<file path="src/rtl/aes_link_pkg.sv">
// Shared definitions for the AES128 UART host link: FSM encoding and frame constants.
package aes_link_pkg;

  typedef enum logic [2:0] {
    IDLE,
    SEND,
    WAIT_TX,
    RECV,
    DONE
  } link_state_e;

  localparam int TX_BYTES = 32;
  localparam int RX_BYTES = 16;
  localparam int TIMEOUT  = 2_000_000;

endpackage

</file>
<file path="src/rtl/link_timer.sv">
// Reply inactivity timer: a loadable down-counter that stops at zero and flags expiry.
module link_timer #(
  parameter int TMR_W    = 21,
  parameter int LOAD_VAL = 2_000_000
) (
  input  logic clk,
  input  logic rst_n,
  input  logic load,
  input  logic tick,
  output logic expired
);

  logic [TMR_W-1:0] cnt;

  always_ff @(posedge clk or negedge rst_n) begin
    if (!rst_n) begin
      cnt <= '0;
    end else if (load) begin
      cnt <= TMR_W'(LOAD_VAL);
    end else if (tick && (cnt != '0)) begin
      cnt <= cnt - TMR_W'(1);
    end
  end

  assign expired = (cnt == '0);

endmodule

</file>
<file path="src/rtl/aes_host_link.sv">
// Host side of the AES128 UART link: sends plaintext+key as a 32-byte request
// and assembles the 16-byte ciphertext reply into one 128-bit result.
module aes_host_link #(
  parameter int TX_BYTES = aes_link_pkg::TX_BYTES,
  parameter int RX_BYTES = aes_link_pkg::RX_BYTES,
  parameter int TIMEOUT  = aes_link_pkg::TIMEOUT,
  parameter int TMR_W    = 21
) (
  input  logic         clk,
  input  logic         rst_n,
  input  logic         start_in,
  input  logic [127:0] plaintext_in,
  input  logic [127:0] key_in,
  output logic         busy_out,
  output logic [127:0] result_out,
  output logic         done_out,
  output logic         timeout_out,
  output logic         tx_dv_out,
  output logic [7:0]   tx_byte_out,
  input  logic         tx_active_in,
  input  logic         tx_done_in,
  input  logic         rx_dv_in,
  input  logic [7:0]   rx_byte_in
);

  import aes_link_pkg::*;

  localparam logic [5:0] TX_LAST = 6'(TX_BYTES - 1);
  localparam logic [4:0] RX_LAST = 5'(RX_BYTES - 1);

  link_state_e  state;
  logic [255:0] req_sh;
  logic [119:0] reply;
  logic [5:0]   tx_cnt;
  logic [4:0]   rx_cnt;
  logic         tmr_load;
  logic         tmr_tick;
  logic         tmr_expired;

  // Timer restarts when the reply phase opens and on every accepted reply byte.
  assign tmr_load = ((state == WAIT_TX) && tx_done_in && (tx_cnt == TX_LAST)) ||
                    ((state == RECV) && rx_dv_in);
  assign tmr_tick = (state == RECV);

  link_timer #(
    .TMR_W   (TMR_W),
    .LOAD_VAL(TIMEOUT)
  ) u_timer (
    .clk    (clk),
    .rst_n  (rst_n),
    .load   (tmr_load),
    .tick   (tmr_tick),
    .expired(tmr_expired)
  );

  always_ff @(posedge clk or negedge rst_n) begin
    if (!rst_n) begin
      state       <= IDLE;
      tx_cnt      <= '0;
      rx_cnt      <= '0;
      busy_out    <= 1'b0;
      result_out  <= '0;
      done_out    <= 1'b0;
      timeout_out <= 1'b0;
      tx_dv_out   <= 1'b0;
      tx_byte_out <= '0;
    end else begin
      tx_dv_out   <= 1'b0;
      tx_byte_out <= '0;
      done_out    <= 1'b0;
      timeout_out <= 1'b0;
      case (state)
        IDLE: begin
          if (start_in) begin
            state    <= SEND;
            busy_out <= 1'b1;
            tx_cnt   <= '0;
            rx_cnt   <= '0;
          end
        end
        SEND: begin
          if (!tx_active_in) begin
            tx_dv_out   <= 1'b1;
            tx_byte_out <= req_sh[255:248];
            state       <= WAIT_TX;
          end
        end
        WAIT_TX: begin
          if (tx_done_in) begin
            tx_cnt <= tx_cnt + 6'd1;
            state  <= (tx_cnt == TX_LAST) ? RECV : SEND;
          end
        end
        // The last reply byte goes straight into result_out so done_out follows it by one clock.
        RECV: begin
          if (rx_dv_in) begin
            rx_cnt <= rx_cnt + 5'd1;
            if (rx_cnt == RX_LAST) begin
              result_out <= {reply, rx_byte_in};
              done_out   <= 1'b1;
              busy_out   <= 1'b0;
              state      <= DONE;
            end
          end else if (tmr_expired) begin
            timeout_out <= 1'b1;
            busy_out    <= 1'b0;
            state       <= DONE;
          end
        end
        DONE: begin
          state <= IDLE;
        end
        default: begin
          state <= IDLE;
        end
      endcase
    end
  end

  // Frame data paths carry no reset; the FSM decides when their contents matter.
  always_ff @(posedge clk) begin
    if ((state == IDLE) && start_in) begin
      req_sh <= {plaintext_in, key_in};
    end else if ((state == WAIT_TX) && tx_done_in) begin
      req_sh <= {req_sh[247:0], 8'h00};
    end
    if ((state == RECV) && rx_dv_in) begin
      reply <= {reply[111:0], rx_byte_in};
    end
  end

endmodule

</file>
<file path="config.mk">
export PLATFORM = sky130hd
export DESIGN_NAME = aes_host_link
export DESIGN_NICKNAME = d
export VERILOG_FILES = /design/src/rtl/aes_link_pkg.sv /design/src/rtl/link_timer.sv /design/src/rtl/aes_host_link.sv
export SDC_FILE = /design/constraint.sdc
export NUM_CORES = 1
export LEC_CHECK = 0
export BUFFER_PORTS_ARGS = -buffer_cell sky130_fd_sc_hd__buf_2
export CAP_MARGIN = 0
export CORE_ASPECT_RATIO = 0.5
export CORE_UTILIZATION = 50
export CTS_CLUSTER_SIZE = 8
export DETAILED_ROUTE_END_ITERATION = 10
export PLACE_DENSITY = 0.82
export SYNTH_ARGS = -nofsm -noshare
export SYNTH_HDL_FRONTEND = slang
export SYNTH_SLANG_ARGS = --single-unit
export TNS_END_PERCENT = 10
</file>
<file path="constraint.sdc">
create_clock -name clk -period 7.2 [get_ports clk]
set_clock_uncertainty 0.15 [all_clocks]
set_input_delay 0.72 -clock clk [delete_from_list [all_inputs] [get_ports clk]]
set_output_delay 0.72 -clock clk [all_outputs]
set_load 0.02 [all_outputs]
</file>
==> impl_metrics.env, run 1 <==
export IMPL_start_util_pct=50.9
export IMPL_crit_fanout=139
export IMPL_worst_slew_pin_slew_ns=1.09
export IMPL_relSlewSlack_pct=27.3
export IMPL_grt_pass1_vias=13900
export IMPL_setup_worst_path_start_class="register"
export IMPL_clockPowerShare_pct=34.6
export IMPL_cts_setup_buffers=0
export IMPL_root_buffer="clkbuf_16"
export IMPL_first_pass_iters=5
export IMPL_htreeDepth=3
export IMPL_power_frac_comb_pct=16.5
export IMPL_p_leak_nw=12.1
export IMPL_avgSynthCellArea_um2=12.7
export IMPL_dpl_worst_slack_ns=3.80
export IMPL_max_vdd_ir_drop_mv=0.234
export IMPL_regToRegSetupSlack_ns=3.77
export IMPL_final_layout_size_suffix_gt1_share_pct=30.4
export IMPL_setup_viol=0
export IMPL_routabilityCongestion=0.812
export IMPL_io_buffers=409
export IMPL_synth_most_common_cell="nand2_1"
export IMPL_max_freq_ghz=0.291
export IMPL_yosys_warnings=0
export IMPL_hp_class="primary input to asynchronous set/reset pin"
export IMPL_ctsResizeCount=0
export IMPL_place_area_um2=23900
export IMPL_die_w_um=295
export IMPL_finalSetupTns_ns=0
export IMPL_yosys_area_top_type="edfxtp_1"
export IMPL_critical_path_class="register to register"
export IMPL_syn_num_nets=1956
export IMPL_wire_per_inst_um=16.9
export IMPL_fin_ws_ns=3.77
export IMPL_seq_area_frac_synth_pct=73.2
export IMPL_end_kind="register"
export IMPL_yosysTopAreaCellShare_pct=52.7
export IMPL_cts_inserted_buffers=78
export IMPL_nNetsFinal=2374
export IMPL_ant_nets=0
export IMPL_grt_pass1_wl_mm=70.9
export IMPL_switching_share_pct=28.3
export IMPL_antenna_found_initial=26
export IMPL_r2r_start="state[2]"
export IMPL_drt_vias_per_instance=5.01
export IMPL_dp_hpwl_mm=28.7
export IMPL_drv_cap=0
export IMPL_clkTransAtPathRegs_ns=0.05
export IMPL_cts_path_max_buffers=3
export IMPL_slew_violations=0
export IMPL_ys_ff_latch=551
export IMPL_synth_top_flop_cell="edfxtp_1"
export IMPL_rsz0062_at_grt="no"
export IMPL_fin_crit_ns=3.43
export IMPL_grt_usage_pct=21.0
export IMPL_p_int_w=0.00699
export IMPL_hold_viol_final=0
export IMPL_min_period_over_period_pct=47.7
export IMPL_worstPathRequired_ns=7.27
export IMPL_status="complete, no violations"
export IMPL_drtIter0Drc=997
export IMPL_die_y_um=148
export IMPL_fp_dieArea_um2=43700
export IMPL_synthToLayoutAreaGrowth_pct=22.7
export IMPL_ys_types=46
export IMPL_drc=0
export IMPL_ctsHoldBuffers=0
export IMPL_drt_wl_total_mm=46.2
export IMPL_io_pins=410
export IMPL_cts_tree="yes"
export IMPL_critPathArrivalTime_ns=3.50
export IMPL_powerDensity_nw_per_um2=371
export IMPL_synth_edf_count=376
export IMPL_ys_top_cells_by_count="767 x nand2_1, 376 x edfxtp_1, 175 x dfrtp_1"
export IMPL_seq_power_share_pct=48.9
export IMPL_rr_endpoint="req_sh[46]"
export IMPL_fin_area_um2=26300
export IMPL_core_area_um2=42100
export IMPL_placementRows=53
export IMPL_clkSinkCount=551
export IMPL_num_vias=13700
export IMPL_grt_ovfl_total=0
export IMPL_p_switching_w=0.00276
export IMPL_synth_async_reset_ratio_pct=31.8
export IMPL_grt_max_degree=229
export IMPL_syn_inst=1681
export IMPL_clk_latency_ns=0.62
export IMPL_synth_area_um2=21400
export IMPL_reg2reg_depth=5
export IMPL_synth_area_top_cells="edfxtp_1 53%, dfrtp_1 20%, nand2_1 13%"
through the flow:
step / hold WS, ns / cells / power (W) / util [%]
after floorplan: 0.270 / 1681 / 0.00604 / -
after global placement: 0.271 / 2596 / 0.00633 / 56.9
after detailed placement: 0.277 / 2596 / 0.00642 / 56.9
after CTS: 0.115 / 2715 / 0.00984 / 62.3
after global routing: 0.119 / 2737 / 0.0103 / 62.4
final: 0.0362 / 2737 / 0.00975 / 62.4
critical path, cell delays in order, from the launching register on:
cell,delay [ns]
dfrtp_1,0.46
nor2_1,0.29
and3_4,0.50
nor2_1,0.21
inv_8,0.56
buf_12,0.61
sequential cells by signal, indices dropped and copies added (netlist names):
register / cells
timeout_out: 1
done_out: 1
req_sh: 256
rx_cnt: 5
tx_dv_out: 1
result_out: 128
reply: 120
busy_out: 1
tx_byte_out: 8
state: 3
tx_cnt: 6
u_timer.cnt: 21
cell families after synthesis:
group / Yosys count / synth area share (%)
simple gates: 850 / 15.9
xor+xnor: 19 / 0.777
fa+ha+maj: 5 / 0.292
compound gates: 38 / 1.25
flops: 551 / 73.2
mux: 129 / 6.78
buf+inv: 89 / 1.86
layout by cell type (no fill, tap or decap), types with 3 or more instances in the layout:
master and instances:
nand4_1 7, a211oi_1 3, clkinv_16 6, dfrtp_1 175, diode_2 22, edfxtp_1 376
and3_1 3, nor3_1 3, nor2_1 21, nand2_1 767, o41ai_1 3, nand3_1 7
mux2_2 128, o211ai_1 4, buf_2 408, or4_1 4, xor2_1 6, o21ai_0 10
and2_1 17, buf_4 7, o21ai_1 4, a21oi_1 6, ha_1 5, clkbuf_16 78
a2111oi_2 4, xnor2_1 13, clkbuf_1 34, inv_1 7
metal layers:
layer  part of all wire (%)  GRT usage, %  vias up
li1                       -             -     6549
met1                     39          24.3     6643
met2                     51          35.9      368
met3                    4.5          4.77      137
met4                    4.9          13.1        4
met5                  0.050             0        -
worst max-delay path by stage:
stage / to / start / slack, ns / cells after the start
after floorplan: req_sh[0] / start_in / 0.29 / 4
after global placement: req_sh[234] / start_in / 3.82 / 5
after detailed placement: req_sh[234] / start_in / 3.80 / 5
after CTS: req_sh[232] / state[2] / 3.83 / 5
after global routing: req_sh[235] / state[0] / 3.59 / 5
final: req_sh[46] / state[2] / 3.77 / 5
power groups by stage:
stage                     sequential, W  clock [W]  combinational, W
after floorplan                 0.00487          0           0.00117
after global placement          0.00479          0           0.00154
after detailed placement        0.00481          0           0.00161
after CTS                       0.00477    0.00344           0.00162
after global routing            0.00483    0.00358           0.00185
final                           0.00477    0.00338           0.00161
area by class of cell:
cell class                 count  area (um^2)
timing repair buffer         418         2150
multi-input combinational   1041         5360
fill                        3167        15800
clock inverter                 7          200
sequential                   551        15700
tap                          577          722
clock buffer                 112         2080
antenna                       22         55.1
inverter                       9         43.8
(Power assumes the default switching activity.)
==> run 2: changes to the inputs <==
--- a/config.mk
+++ b/config.mk
@@ -8,10 +8,10 @@
 export BUFFER_PORTS_ARGS = -buffer_cell sky130_fd_sc_hd__buf_2
 export CAP_MARGIN = 0
 export CORE_ASPECT_RATIO = 0.5
-export CORE_UTILIZATION = 50
+export CORE_UTILIZATION = 55
 export CTS_CLUSTER_SIZE = 8
 export DETAILED_ROUTE_END_ITERATION = 10
-export PLACE_DENSITY = 0.82
+export PLACE_DENSITY = 0.85
 export SYNTH_ARGS = -nofsm -noshare
 export SYNTH_HDL_FRONTEND = slang
 export SYNTH_SLANG_ARGS = --single-unit
==> constraint.sdc (replaced) <==
create_clock -name clk -period 3.45 [get_ports clk]
set_clock_uncertainty 0.15 [all_clocks]
set_input_delay 0.345 -clock clk [delete_from_list [all_inputs] [get_ports clk]]
set_output_delay 0.345 -clock clk [all_outputs]
set_load 0.02 [all_outputs]
==> run 2 against run 1 <==
Compared with the run above:
- register-to-register slack got worse by 3.0 ns
- global-route usage rose by 8.6 points
- setup slack lost 3.0 ns
- routed wire length increased by 26%
- cell area grew 11%
- non-clock buffer count up 276
- sequential cell count did not move
- first-iteration DRC count rose by 41%
- power increased by 120%
- largest power group unchanged
- highest routed layer is now met4
==> impl_metrics.env, run 2 (synthesized netlist as in run 1, its figures left out) <==
export IMPL_worstPathRequired_ns=3.59
export IMPL_io_buffers=409
export IMPL_min_period_over_period_pct=77.1
export IMPL_max_freq_ghz=0.376
export IMPL_cp_num_buf_inv=1
export IMPL_first_pass_iters=5
export IMPL_final_layout_size_suffix_gt1_share_pct=27.3
export IMPL_num_vias=16000
export IMPL_ff_latch_area_um2=15700
export IMPL_fp_dieArea_um2=39800
export IMPL_crit_fanout=94
export IMPL_worst_slew_pin_slew_ns=0.969
export IMPL_multi_input_area_um2=5370
export IMPL_p_leak_nw=13.3
export IMPL_holdCritStartpoint="plaintext_in[86]"
export IMPL_critical_path_startpoint="state[1]"
export IMPL_holdPathStages=3
export IMPL_antenna_found_initial=10
export IMPL_clk_latency_ns=0.60
export IMPL_routabilityCongestion=0.816
export IMPL_regToRegSetupSlack_ns=0.79
export IMPL_max_stage_delay_ns=0.90
export IMPL_largest_registers="req_sh (256), result_out (128), reply (120)"
export IMPL_cp_endpoint="req_sh[75]"
export IMPL_cts_path_max_buffers=3
export IMPL_crit_cells=4
export IMPL_setup_viol=0
export IMPL_grt_pass1_vias=16800
export IMPL_rr_endpoint="req_sh[75]"
export IMPL_final_cell_mix="767 x nand2_1, 408 x buf_2, 376 x edfxtp_1"
export IMPL_max_vdd_ir_drop_mv=0.805
export IMPL_placementRows=50
export IMPL_reg2reg_depth=4
export IMPL_relSlewSlack_pct=35.4
export IMPL_htreeDepth=3
export IMPL_clkTransAtPathRegs_ns=0.06
export IMPL_grt_max_degree=129
export IMPL_worstPathCellList="or4b_4, buf_12, nand2_1, nand2_1"
export IMPL_slew_violations=0
export IMPL_cpMaxStageDelayCell="or4b_4"
export IMPL_drt_wl_total_mm=58.2
export IMPL_critical_path_class="register to register"
export IMPL_fin_ws_ns=0.790
export IMPL_largest_reg_flops=256
export IMPL_cts_inserted_buffers=78
export IMPL_ctsHoldBuffers=267
export IMPL_synthToLayoutAreaGrowth_pct=35.6
export IMPL_status="complete, no violations"
export IMPL_start_util_pct=56.6
export IMPL_io_pins=410
export IMPL_fin_crit_ns=2.66
export IMPL_r2r_start="state[1]"
export IMPL_drt_vias_per_instance=5.40
export IMPL_nNetsFinal=2650
export IMPL_crit_family="simple AND/OR/NAND/NOR gates"
export IMPL_fin_util_pct=76.7
export IMPL_setup_worst_path_start_class="register"
export IMPL_wire_per_inst_um=19.7
export IMPL_root_buffer="clkbuf_16"
export IMPL_hold_viol_final=0
export IMPL_drv_cap=0
export IMPL_powerDensity_nw_per_um2=731
export IMPL_die_y_um=142
export IMPL_grt_usage_pct=29.6
export IMPL_dp_hpwl_mm=28.9
export IMPL_drc=0
export IMPL_cts_setup_buffers=0
export IMPL_fillCellCount=2110
export IMPL_cts_tree="yes"
export IMPL_core_area_um2=37800
export IMPL_end_kind="register"
export IMPL_ctsResizeCount=0
export IMPL_regMostFlops="req_sh"
export IMPL_final_common_cell="nand2_1"
export IMPL_clkSinkCount=551
export IMPL_die_w_um=281
export IMPL_dpl_worst_slack_ns=0.954
export IMPL_grt_ovfl_total=0
export IMPL_rsz0062_at_grt="no"
export IMPL_drtIter0Drc=1401
export IMPL_crit_top_cell="nand2_1"
export IMPL_ant_nets=0
export IMPL_hp_class="primary input to register"
export IMPL_critPathArrivalTime_ns=2.80
export IMPL_grt_pass1_wl_mm=89.0
## run 2: worst register-to-register path, cell delays in order (launching register included)
cell,delay [ns]
dfrtp_1,0.50
or4b_4,0.91
buf_12,0.43
nand2_1,0.18
nand2_1,0.18
## run 2: per-stage QoR
| stage | instances | power, W | cell area [um^2] | hold WS, ns | TNS, ns |
|---|---|---|---|---|---|
| 2_1_floorplan | 1681 | 0.0125 | 21400 | -0.101 | -521.26 |
| 3_3_place_gp | 2548 | 0.0133 | 24100 | 0.271 | 0 |
| 5_1_grt | 2949 | 0.0221 | 29000 | 0.0135 | 0 |
| 3_5_place_dp | 2548 | 0.0135 | 24100 | 0.277 | 0 |
| 4_1_cts | 2938 | 0.0209 | 29000 | 0.00355 | 0 |
| 6_report | 2952 | 0.0212 | 29000 | 0.0436 | 0 |
## run 2: worst min path at each step
stage | slack, ns | endpoint
after global routing | 0.01 | req_sh[214]
final | 0.04 | req_sh[214]
after detailed placement | 0.28 | reply[104]
after CTS | 0.004 | req_sh[214]
after floorplan | -0.10 | busy_out
after global placement | 0.27 | reply[98]
## run 2: cell type report
type | count | area share (%)
diodes | 14 | 0.121
clock buffers | 116 | 7.21
clock inverters | 7 | 0.616
inverters | 9 | 0.138
multi-input cells | 1041 | 18.5
flip-flops and latches | 551 | 54.0
well taps | 520 | 2.24
repair buffers | 694 | 17.2
## run 2: routing by layer
metal	track usage, %	up-vias	part of all wire [%]
li1	-	7101	-
met1	31.6	7708	35
met2	51.7	820	52
met3	6.92	326	6.0
met4	22.5	0	7.3
met5	0	-	0
## run 2: power by group
part,switching (W),total (W),leakage (nW),internal (W)
clock,0.00295,0.00717,1.08,0.00422
combinational,0.00272,0.00398,6.28,0.00126
sequential,0.000658,0.0101,5.90,0.00941
total,0.00633,0.0212,13.3,0.0149
